## src/rtl/video_timing_gen.sv

```systemverilog
// Programmable raster timing generator: h/v counters, blanking, syncs and strobes
// from runtime-writable timing registers committed at frame wrap.
module video_timing_gen #(
    parameter int unsigned HW          = 9,
    parameter int unsigned VW          = 9,
    parameter int unsigned HTOTAL_D    = 383,
    parameter int unsigned HBL_START_D = 263,
    parameter int unsigned HBL_END_D   = 7,
    parameter int unsigned HS_START_D  = 300,
    parameter int unsigned HS_END_D    = 332,
    parameter int unsigned VTOTAL_D    = 263,
    parameter int unsigned VBL_START_D = 240,
    parameter int unsigned VBL_END_D   = 16,
    parameter int unsigned VS_START_D  = 251,
    parameter int unsigned VS_END_D    = 259
) (
    input  logic          clk,
    input  logic          reset_n,
    input  logic          clk_pix_en,
    input  logic [3:0]    hs_offset,
    input  logic [3:0]    vs_offset,
    input  logic          cfg_we,
    input  logic [3:0]    cfg_addr,
    input  logic [15:0]   cfg_data,
    output logic [HW-1:0] hc,
    output logic [VW-1:0] vc,
    output logic          hsync,
    output logic          vsync,
    output logic          hbl,
    output logic          vbl,
    output logic          de,
    output logic          line_start,
    output logic          frame_start,
    output logic          field
);

    // Common width for window compares; vertical uses a half-line index (VW+1 bits).
    localparam int unsigned XW = (HW > VW + 1) ? HW : VW + 1;

    typedef struct packed {
        logic [HW-1:0] htotal;
        logic [HW-1:0] hbl_s;
        logic [HW-1:0] hbl_e;
        logic [HW-1:0] hs_s;
        logic [HW-1:0] hs_e;
        logic [VW-1:0] vtotal;
        logic [VW-1:0] vbl_s;
        logic [VW-1:0] vbl_e;
        logic [VW-1:0] vs_s;
        logic [VW-1:0] vs_e;
        logic [2:0]    ctrl;
    } regs_t;

    localparam regs_t REGS_D = '{
        htotal: HW'(HTOTAL_D),   hbl_s: HW'(HBL_START_D), hbl_e: HW'(HBL_END_D),
        hs_s:   HW'(HS_START_D), hs_e:  HW'(HS_END_D),
        vtotal: VW'(VTOTAL_D),   vbl_s: VW'(VBL_START_D), vbl_e: VW'(VBL_END_D),
        vs_s:   VW'(VS_START_D), vs_e:  VW'(VS_END_D),
        ctrl:   3'd0
    };

    function automatic regs_t write_reg(input regs_t r, input logic [3:0] a, input logic [15:0] d);
        regs_t w;
        w = r;
        case (a)
            4'd0:    w.htotal = d[HW-1:0];
            4'd1:    w.hbl_s  = d[HW-1:0];
            4'd2:    w.hbl_e  = d[HW-1:0];
            4'd3:    w.hs_s   = d[HW-1:0];
            4'd4:    w.hs_e   = d[HW-1:0];
            4'd5:    w.vtotal = d[VW-1:0];
            4'd6:    w.vbl_s  = d[VW-1:0];
            4'd7:    w.vbl_e  = d[VW-1:0];
            4'd8:    w.vs_s   = d[VW-1:0];
            4'd9:    w.vs_e   = d[VW-1:0];
            4'd10:   w.ctrl   = d[2:0];
            default: w = r;
        endcase
        return w;
    endfunction

    // s<e: [s,e); s>e: wraps through 0; s==e: never.
    function automatic logic in_win(input logic [XW-1:0] x, input logic [XW-1:0] s,
                                    input logic [XW-1:0] e);
        if (s < e) return (x >= s) && (x < e);
        if (s > e) return (x >= s) || (x < e);
        return 1'b0;
    endfunction

    function automatic logic [HW-1:0] clamp_h(input logic [HW-1:0] base, input logic [3:0] off,
                                              input logic [HW-1:0] lim);
        logic signed [HW:0] sum;
        sum = $signed({1'b0, base}) + (HW+1)'($signed(off));
        if (sum < 0) return '0;
        if ($unsigned(sum) > {1'b0, lim}) return lim;
        return sum[HW-1:0];
    endfunction

    function automatic logic [VW-1:0] clamp_v(input logic [VW-1:0] base, input logic [3:0] off,
                                              input logic [VW-1:0] lim);
        logic signed [VW:0] sum;
        sum = $signed({1'b0, base}) + (VW+1)'($signed(off));
        if (sum < 0) return '0;
        if ($unsigned(sum) > {1'b0, lim}) return lim;
        return sum[VW-1:0];
    endfunction

    regs_t         shadow, active, shadow_wr, act_n;
    logic          hwrap, vwrap, commit, field_n, odd;
    logic [VW:0]   vlast, hpos;
    logic [HW-1:0] hc_n, hs_s, hs_e, hmid;
    logic [VW-1:0] vc_n, vs_s, vs_e;
    logic          hbl_n, vbl_n, hs_n, vs_n;
    logic          unused_cfg;

    assign unused_cfg = ^cfg_data;

    // Next counters, commit and output decode of the new position.
    always_comb begin
        shadow_wr = cfg_we ? write_reg(shadow, cfg_addr, cfg_data) : shadow;
        hwrap     = (hc >= active.htotal);
        vlast     = {1'b0, active.vtotal} + (VW+1)'(active.ctrl[0] & field);
        vwrap     = ({1'b0, vc} >= vlast);
        commit    = clk_pix_en & hwrap & vwrap;
        act_n     = commit ? shadow_wr : active;

        hc_n    = hwrap ? '0 : hc + HW'(1);
        vc_n    = vc;
        if (hwrap) vc_n = vwrap ? '0 : vc + VW'(1);
        field_n = act_n.ctrl[0] & (field ^ (hwrap & vwrap));

        hs_s = clamp_h(act_n.hs_s, hs_offset, act_n.htotal);
        hs_e = clamp_h(act_n.hs_e, hs_offset, act_n.htotal);
        vs_s = clamp_v(act_n.vs_s, vs_offset, act_n.vtotal);
        vs_e = clamp_v(act_n.vs_e, vs_offset, act_n.vtotal);

        // Odd field: vsync edges move to mid-line, i.e. one half-line later.
        hmid = HW'(({1'b0, act_n.htotal} + (HW+1)'(1)) >> 1);
        odd  = act_n.ctrl[0] & field_n;
        hpos = {vc_n, odd & (hc_n >= hmid)};

        hbl_n = in_win(XW'(hc_n), XW'(act_n.hbl_s), XW'(act_n.hbl_e));
        vbl_n = in_win(XW'(vc_n), XW'(act_n.vbl_s), XW'(act_n.vbl_e));
        hs_n  = in_win(XW'(hc_n), XW'(hs_s), XW'(hs_e)) ^ act_n.ctrl[1];
        vs_n  = in_win(XW'(hpos), XW'({vs_s, odd}), XW'({vs_e, odd})) ^ act_n.ctrl[2];
    end

    always_ff @(posedge clk or negedge reset_n) begin
        if (!reset_n) begin
            shadow      <= REGS_D;
            active      <= REGS_D;
            hc          <= '0;
            vc          <= '0;
            field       <= 1'b0;
            hbl         <= 1'b0;
            vbl         <= 1'b0;
            de          <= 1'b0;
            hsync       <= 1'b0;
            vsync       <= 1'b0;
            line_start  <= 1'b0;
            frame_start <= 1'b0;
        end else begin
            shadow      <= shadow_wr;
            active      <= act_n;
            line_start  <= 1'b0;
            frame_start <= 1'b0;
            if (clk_pix_en) begin
                hc          <= hc_n;
                vc          <= vc_n;
                field       <= field_n;
                hbl         <= hbl_n;
                vbl         <= vbl_n;
                de          <= ~hbl_n & ~vbl_n;
                hsync       <= hs_n;
                vsync       <= vs_n;
                line_start  <= (hc_n == '0);
                frame_start <= (hc_n == '0) && (vc_n == '0);
            end
        end
    end

endmodule

```

## config.mk

```make
export PLATFORM = sky130hd
export DESIGN_NAME = video_timing_gen
export DESIGN_NICKNAME = d
export VERILOG_FILES = /design/src/rtl/video_timing_gen.sv
export SDC_FILE = /design/constraint.sdc
export NUM_CORES = 1
export LEC_CHECK = 0
export CAP_MARGIN = 10
export CORE_MARGIN = 2
export CORE_UTILIZATION = 25
export CTS_CLUSTER_DIAMETER = 120
export DETAILED_ROUTE_END_ITERATION = 12
export GPL_ROUTABILITY_DRIVEN = 0
export PLACE_DENSITY = 0.38
export SETUP_SLACK_MARGIN = 0.2
export SLEW_MARGIN = 20
export SYNTH_ARGS = -nofsm -noshare
export SYNTH_HDL_FRONTEND = slang
export SYNTH_SLANG_ARGS = --single-unit
```

## constraint.sdc

```tcl
create_clock -name clk -period 10.8 [get_ports clk]
set_input_delay 1.08 -clock clk [delete_from_list [all_inputs] [get_ports clk]]
set_output_delay 1.08 -clock clk [all_outputs]
set_load 0.01 [all_outputs]
```

After elaboration in Yosys (flattened, before gate mapping)

Cells that the tools add are included.

Bits of input ports: 32
Bits in registers: 212
Output and inout bits: 26
Logic and storage cells: 176

Add/subtract/negate cells: 8
Multiplexer cells: 74
Bitwise gates (word level): 13
Eq/ne operators: 10
Order comparisons: 27
Reduce and logical (&&, ||, !) cells: 12

Operators by type and width:

| cell                                                                          | count |
|---|---|
| 9-bit two-way mux                                                             | 29 |
| 93-bit two-way mux                                                            | 2 |
| 9-bit less-than comparator                                                    | 6 |
| 9-bit >= comparator                                                           | 5 |
| 1-bit two-way mux                                                             | 42 |
| 10-bit by 4-bit adder with 10-bit output                                      | 4 |
| 10-bit by 9-bit > comparator with 1-bit output                                | 4 |
| 10-bit by 1-bit less-than comparator with 1-bit output, second input constant | 4 |
| 9-bit > comparator                                                            | 3 |
| 10-bit less-than comparator                                                   | 2 |
| 9-bit by 1-bit adder with 9-bit output, second input constant                 | 2 |
| 9-bit zero test                                                               | 2 |
| 4-bit by 3-bit equality test with 1-bit output, second input constant         | 4 |
| 4-bit equality test, second input constant                                    | 3 |
| 9-bit by 1-bit adder with 10-bit output                                       | 1 |
| 9-bit by 1-bit adder with 10-bit output, second input constant                | 1 |
| 10-bit >= comparator                                                          | 1 |
| 9-bit by 10-bit >= comparator with 1-bit output                               | 1 |
| 10-bit > comparator                                                           | 1 |
| 1-bit bitwise AND                                                             | 8 |
| 4-bit by 2-bit equality test with 1-bit output, second input constant         | 2 |
| 1-bit logical AND                                                             | 5 |
| 4-bit by 1-bit equality test with 1-bit output, second input constant         | 1 |
| 4-bit zero test                                                               | 1 |
| other kinds (4)                                                               | 10 |

Longest topological paths before layout

Depth in word-level cells: 18
Gate-level depth with buffers: 42
Mapped depth without buffers: 39

Worst setup path before layout

OpenSTA, ideal clock, no wires.

Path kind: flip-flop to flip-flop
Start: reg field
End: reg hsync
Data required time: 10.669 ns
Cell stages (with the launch flop): 41
Path buffers: 3
Data arrival time: 8.265 ns
Clock period less this slack: 8.396 ns
Setup time: 0.131 ns
Path slack: 2.404 ns
Cells stage by stage: dfrtp_1 > and2_1 > ha_1 > ha_1 > xnor2_1 > ha_1 > a21o_1 > a31oi_1 > o21ai_0 > nand2_4 > nor3_4 > buf_6 > buf_2 > buf_2 > mux2_2 > ha_1 > fa_1 > a21o_1 > [... 5 more ...] > xnor2_1 > ha_1 > nand2_1 > a211oi_1 > o21ai_0 > a21oi_1 > mux2_2 > nand2_1 > ha_1 > nor2b_1 > o21a_1 > o21a_1 > o21ai_0 > nand2_1 > a221oi_1 > o22ai_1 > o211a_1 > or3_1

RTL lines:

| element                | line | text |
|---|---|---|
| start, declared        | 34   | `output logic field` |
| start signal, assigned | 170  | `field <= field_n;` |
| end signal, assigned   | 174  | `hsync <= hs_n;` |
| end, declared          | 27   | `output logic hsync,` |

==> run_results.csv <==
group,metric,value,unit
yosys,ys_types,77,
die,start_util,0.253,
power,power_density,357,nW/um2
cts,clock-root-buffer,"clkbuf_16",
setup_path,rr_startpoint,"field",
die,core_area,59100,um2
sta,timing.hold.ws,470,ps
yosys,ys_ff_latch,212,
global_routing,grtUsageTotal,0.142,
final_layout,fillCellCount,6147,
global_routing,antenna_found_initial,3,
power,p_seq_frac,0.201,
yosys,synth_area_leader_cell,"dfrtp_1",
setup_path,crit_slowest_cell,"o21ai_1",
sta,slew-limit-headroom,0.253,
sta,grt_setup_unrepaired,"false",
yosys,seq_area_frac_synth,0.361,
final_layout,drive_gt1_frac,0.197,
setup_path,crit_arrival,9480,ps
power,power.switching,2.80,mW
cts,cts_setup_buffers,0,
final_layout,multi_input_area,8920,um2
power,vdd_drop_max,0.000123,V
detailed_routing,drc,2,
detailed_routing,detail_route.wl_per_cell,18.8,um
setup_path,reg2reg_depth,37,
cts,max-clock-path-buffers,3,
setup_path,crit_path_max_fanout,18,
die,die_width,249,um
yosys,synth_area_leaders,"dfrtp_1, ha_1, dfstp_2",
final_layout,area_growth,16.3,%
setup_path,endpoint_kind,"register",
yosys,synth_top_area_frac,0.214,
yosys,synth_edf_count,0,
yosys,avgSynthCellArea,10.2,um2
die,num_io_pins,58,
power,finalPower,6.21,mW
final_layout,fin_nets,1777,
detailed_routing,firstDrtPassIters,8,
cts,clock-sinks,212,
setup_path,r2r_slack,1740,ps
power,p_int,3.41,mW
outcome,status,"finished, violations left",
detailed_routing,vias,10900,
sta,period_share,0.838,
detailed_routing,drt-total-wl,43.7,mm
power,switching_share,0.451,
cts,ctsResizeCount,0,
global_routing,grt_max_degree,81,
cts,hold_buffers,0,
cts,clk_pin_slew,60,ps
sta,setup_viol,0,
run,drv_cap,0,
cts,numCtsBuffers,28,
final_layout,seqCellArea,5410,um2
detailed_routing,drt-initial-drc-count,485,
setup_path,startpoint,"field",
sta,worst_slew_pin_slew,1120,ps
yosys,synthFlopType,"dfrtp_1",
setup_path,path_common_cell,"ha_1",
power,leakage,8.22,nW
yosys,syn_area,15000,um2
cts,tritoncts,"built",
placement,pre_cts_ws,1520,ps
global_routing,grt_pass1_vias,11200,
global_routing,grt_first_pass_wirelength,68.1,mm
power,clkPwrFrac,0.148,
sta,finalCriticalPeriod,9060,ps
placement,hpwl,32.6,mm
outcome,violations,"DRC",
setup_path,worstSetupStartpointType,"register",
sta,final.setup.tns,0,ps
die,dieArea,61900,um2
global_routing,overflow,0,
placement,port_buffers,50,
sta,slew_violations,0,
yosys,netlist_instances,1465,
yosys,ys_async_sr_fraction,1.00,
yosys,ys_warn_count,0,
detailed_routing,viasPerCell,4.68,
cts,htree_levels,1,
sta,fmax,110,MHz
power,comb_power_share,0.651,
sta,fin_worst_skew,18.5,ps
sta,setup_ws,1740,ps
die,die_h,249,um
detailed_routing,antenna_left,0,
setup_path,max_stage_delay,790,ps
setup_path,required,11220,ps
sta,hold_viol_final,0,
yosys,synth_fp_nets,1712,
cts,clk_latency,560,ps
die,rows,89,
setup_path,reg2reg_to,"hsync",
final_layout,post-route-util,0.294,
final_layout,antenna-diode-count,0,
hold_path,hp-class,"primary input to asynchronous set/reset pin",
setup_path,crit_type,"register to register",
-- registers in the layout, summed over array words and instances, names as in the netlist --
signal and cells:
hc 9, hbl 1, vsync 1, de 1, hsync 1, vc 9
shadow 93, vbl 1, active 93, field 1, line_start 1, frame_start 1
-- final cells by class --
class                           instances  area share
Inverter                              125      0.0274
Clock inverter                          7     0.00266
Tap cell                              773      0.0556
Multi-Input combinational cell       1085       0.512
Clock buffer                           45      0.0497
Sequential cell                       212       0.311
Timing Repair Buffer                   78      0.0413
-- worst max path at each step --
stage                 end  slack, ps  cells past startpoint
finish              hsync       1740                     37
global route        hsync        890                     37
CTS                 hsync       1650                     37
detailed placement  hsync       1520                     29
global placement    hsync       1620                     29
floorplan           hsync       2400                     40
-- cells in the mapped netlist, types with 3 or more instances --
cell and count:
a31oi_1 8, o2111ai_1 3, nand3b_1 4, nand4_1 30, inv_1 123, a221oi_1 4
a2111oi_0 3, o211a_1 3, xnor2_1 32, nand3_1 19, xor2_1 25, and3_1 32
dfstp_2 84, dfrtp_1 128, nor4_1 4, o31a_1 3, nor3_1 16, buf_2 6
a211oi_1 8, fa_1 4, ha_1 211, a21oi_1 83, or3_1 4, nor2_1 51
nand2_1 86, and2_1 7, o21ai_0 62, mux2i_1 49, nor2b_1 8, o21bai_1 15
a21o_1 37, nand2b_1 15, mux2_2 118, o22ai_1 3, a21boi_0 35, clkbuf_1 35
o21a_1 48, o21ai_1 5, o211ai_1 5, a21bo_2 3
-- worst max-delay path, delay by kind of cell (launching register included) --
family / cells / cell delay [ps]
flops: 1 / 420
simple gates: 7 / 1160
mux: 1 / 310
xor+xnor: 2 / 390
fa+ha+maj: 7 / 1970
compound gates: 19 / 4430
buf+inv: 1 / 210
-- routing by layer --
metal	vias up	wire length (um)	global-route usage	share of wire
li1	5420	-	-	-
met1	5302	22300	0.204	0.51
met2	126	19700	0.228	0.45
met3	44	1070	0.0197	0.025
met4	0	678	0.0248	0.016
met5	-	0	0	0
-- stage by stage --
stage | cell area (um2) | instances
floorplan | 15000 | 1465
global placement | 16500 | 2273
detailed placement | 16500 | 2273
CTS | 17400 | 2325
global route | 17400 | 2325
finish | 17400 | 2325
-- placed cells by master (no fill, tap or decap), drive strengths merged, types with 5 or more instances in the layout --
master	instances
nand2	88
a21boi	36
o21ai	67
xnor2	33
o211ai	5
nor3	17
mux2	118
and3	34
mux2i	51
a21o	37
clkdlybuf4s50	49
dfrtp	128
o21bai	15
a211oi	8
ha	211
buf	29
a21oi	83
nand3	20
xor2	25
inv	125
nor2b	8
nand2b	15
o21a	48
clkbuf	45
a31oi	8
nand4	30
nor2	53
dfstp	84
and2	8
-- power by group through the flow --
stage          Sequential [mW]  Combinational [mW]  Clock [mW]
5_1_grt                   1.28                4.62       0.987
3_5_place_dp              1.26                4.05           0
6_report                  1.25                4.05       0.918
2_1_floorplan             1.23                2.98           0
3_3_place_gp              1.26                3.99           0
4_1_cts                   1.25                4.08       0.951
-- cells by family (layout without fill, tap and decap cells) --
family | count (synthesis) | in the layout | synth area share
AO/OA/AOI/OAI | 346 | 346 | 0.152
AND/OR/NAND/NOR | 297 | 297 | 0.103
adder cells (fa/ha/maj) | 215 | 215 | 0.182
flip-flops | 212 | 212 | 0.361
multiplexers | 169 | 169 | 0.123
buffers and inverters | 168 | 255 | 0.0441
XOR/XNOR | 58 | 58 | 0.0344
No activity file was read; power rests on OpenSTA's default activity.
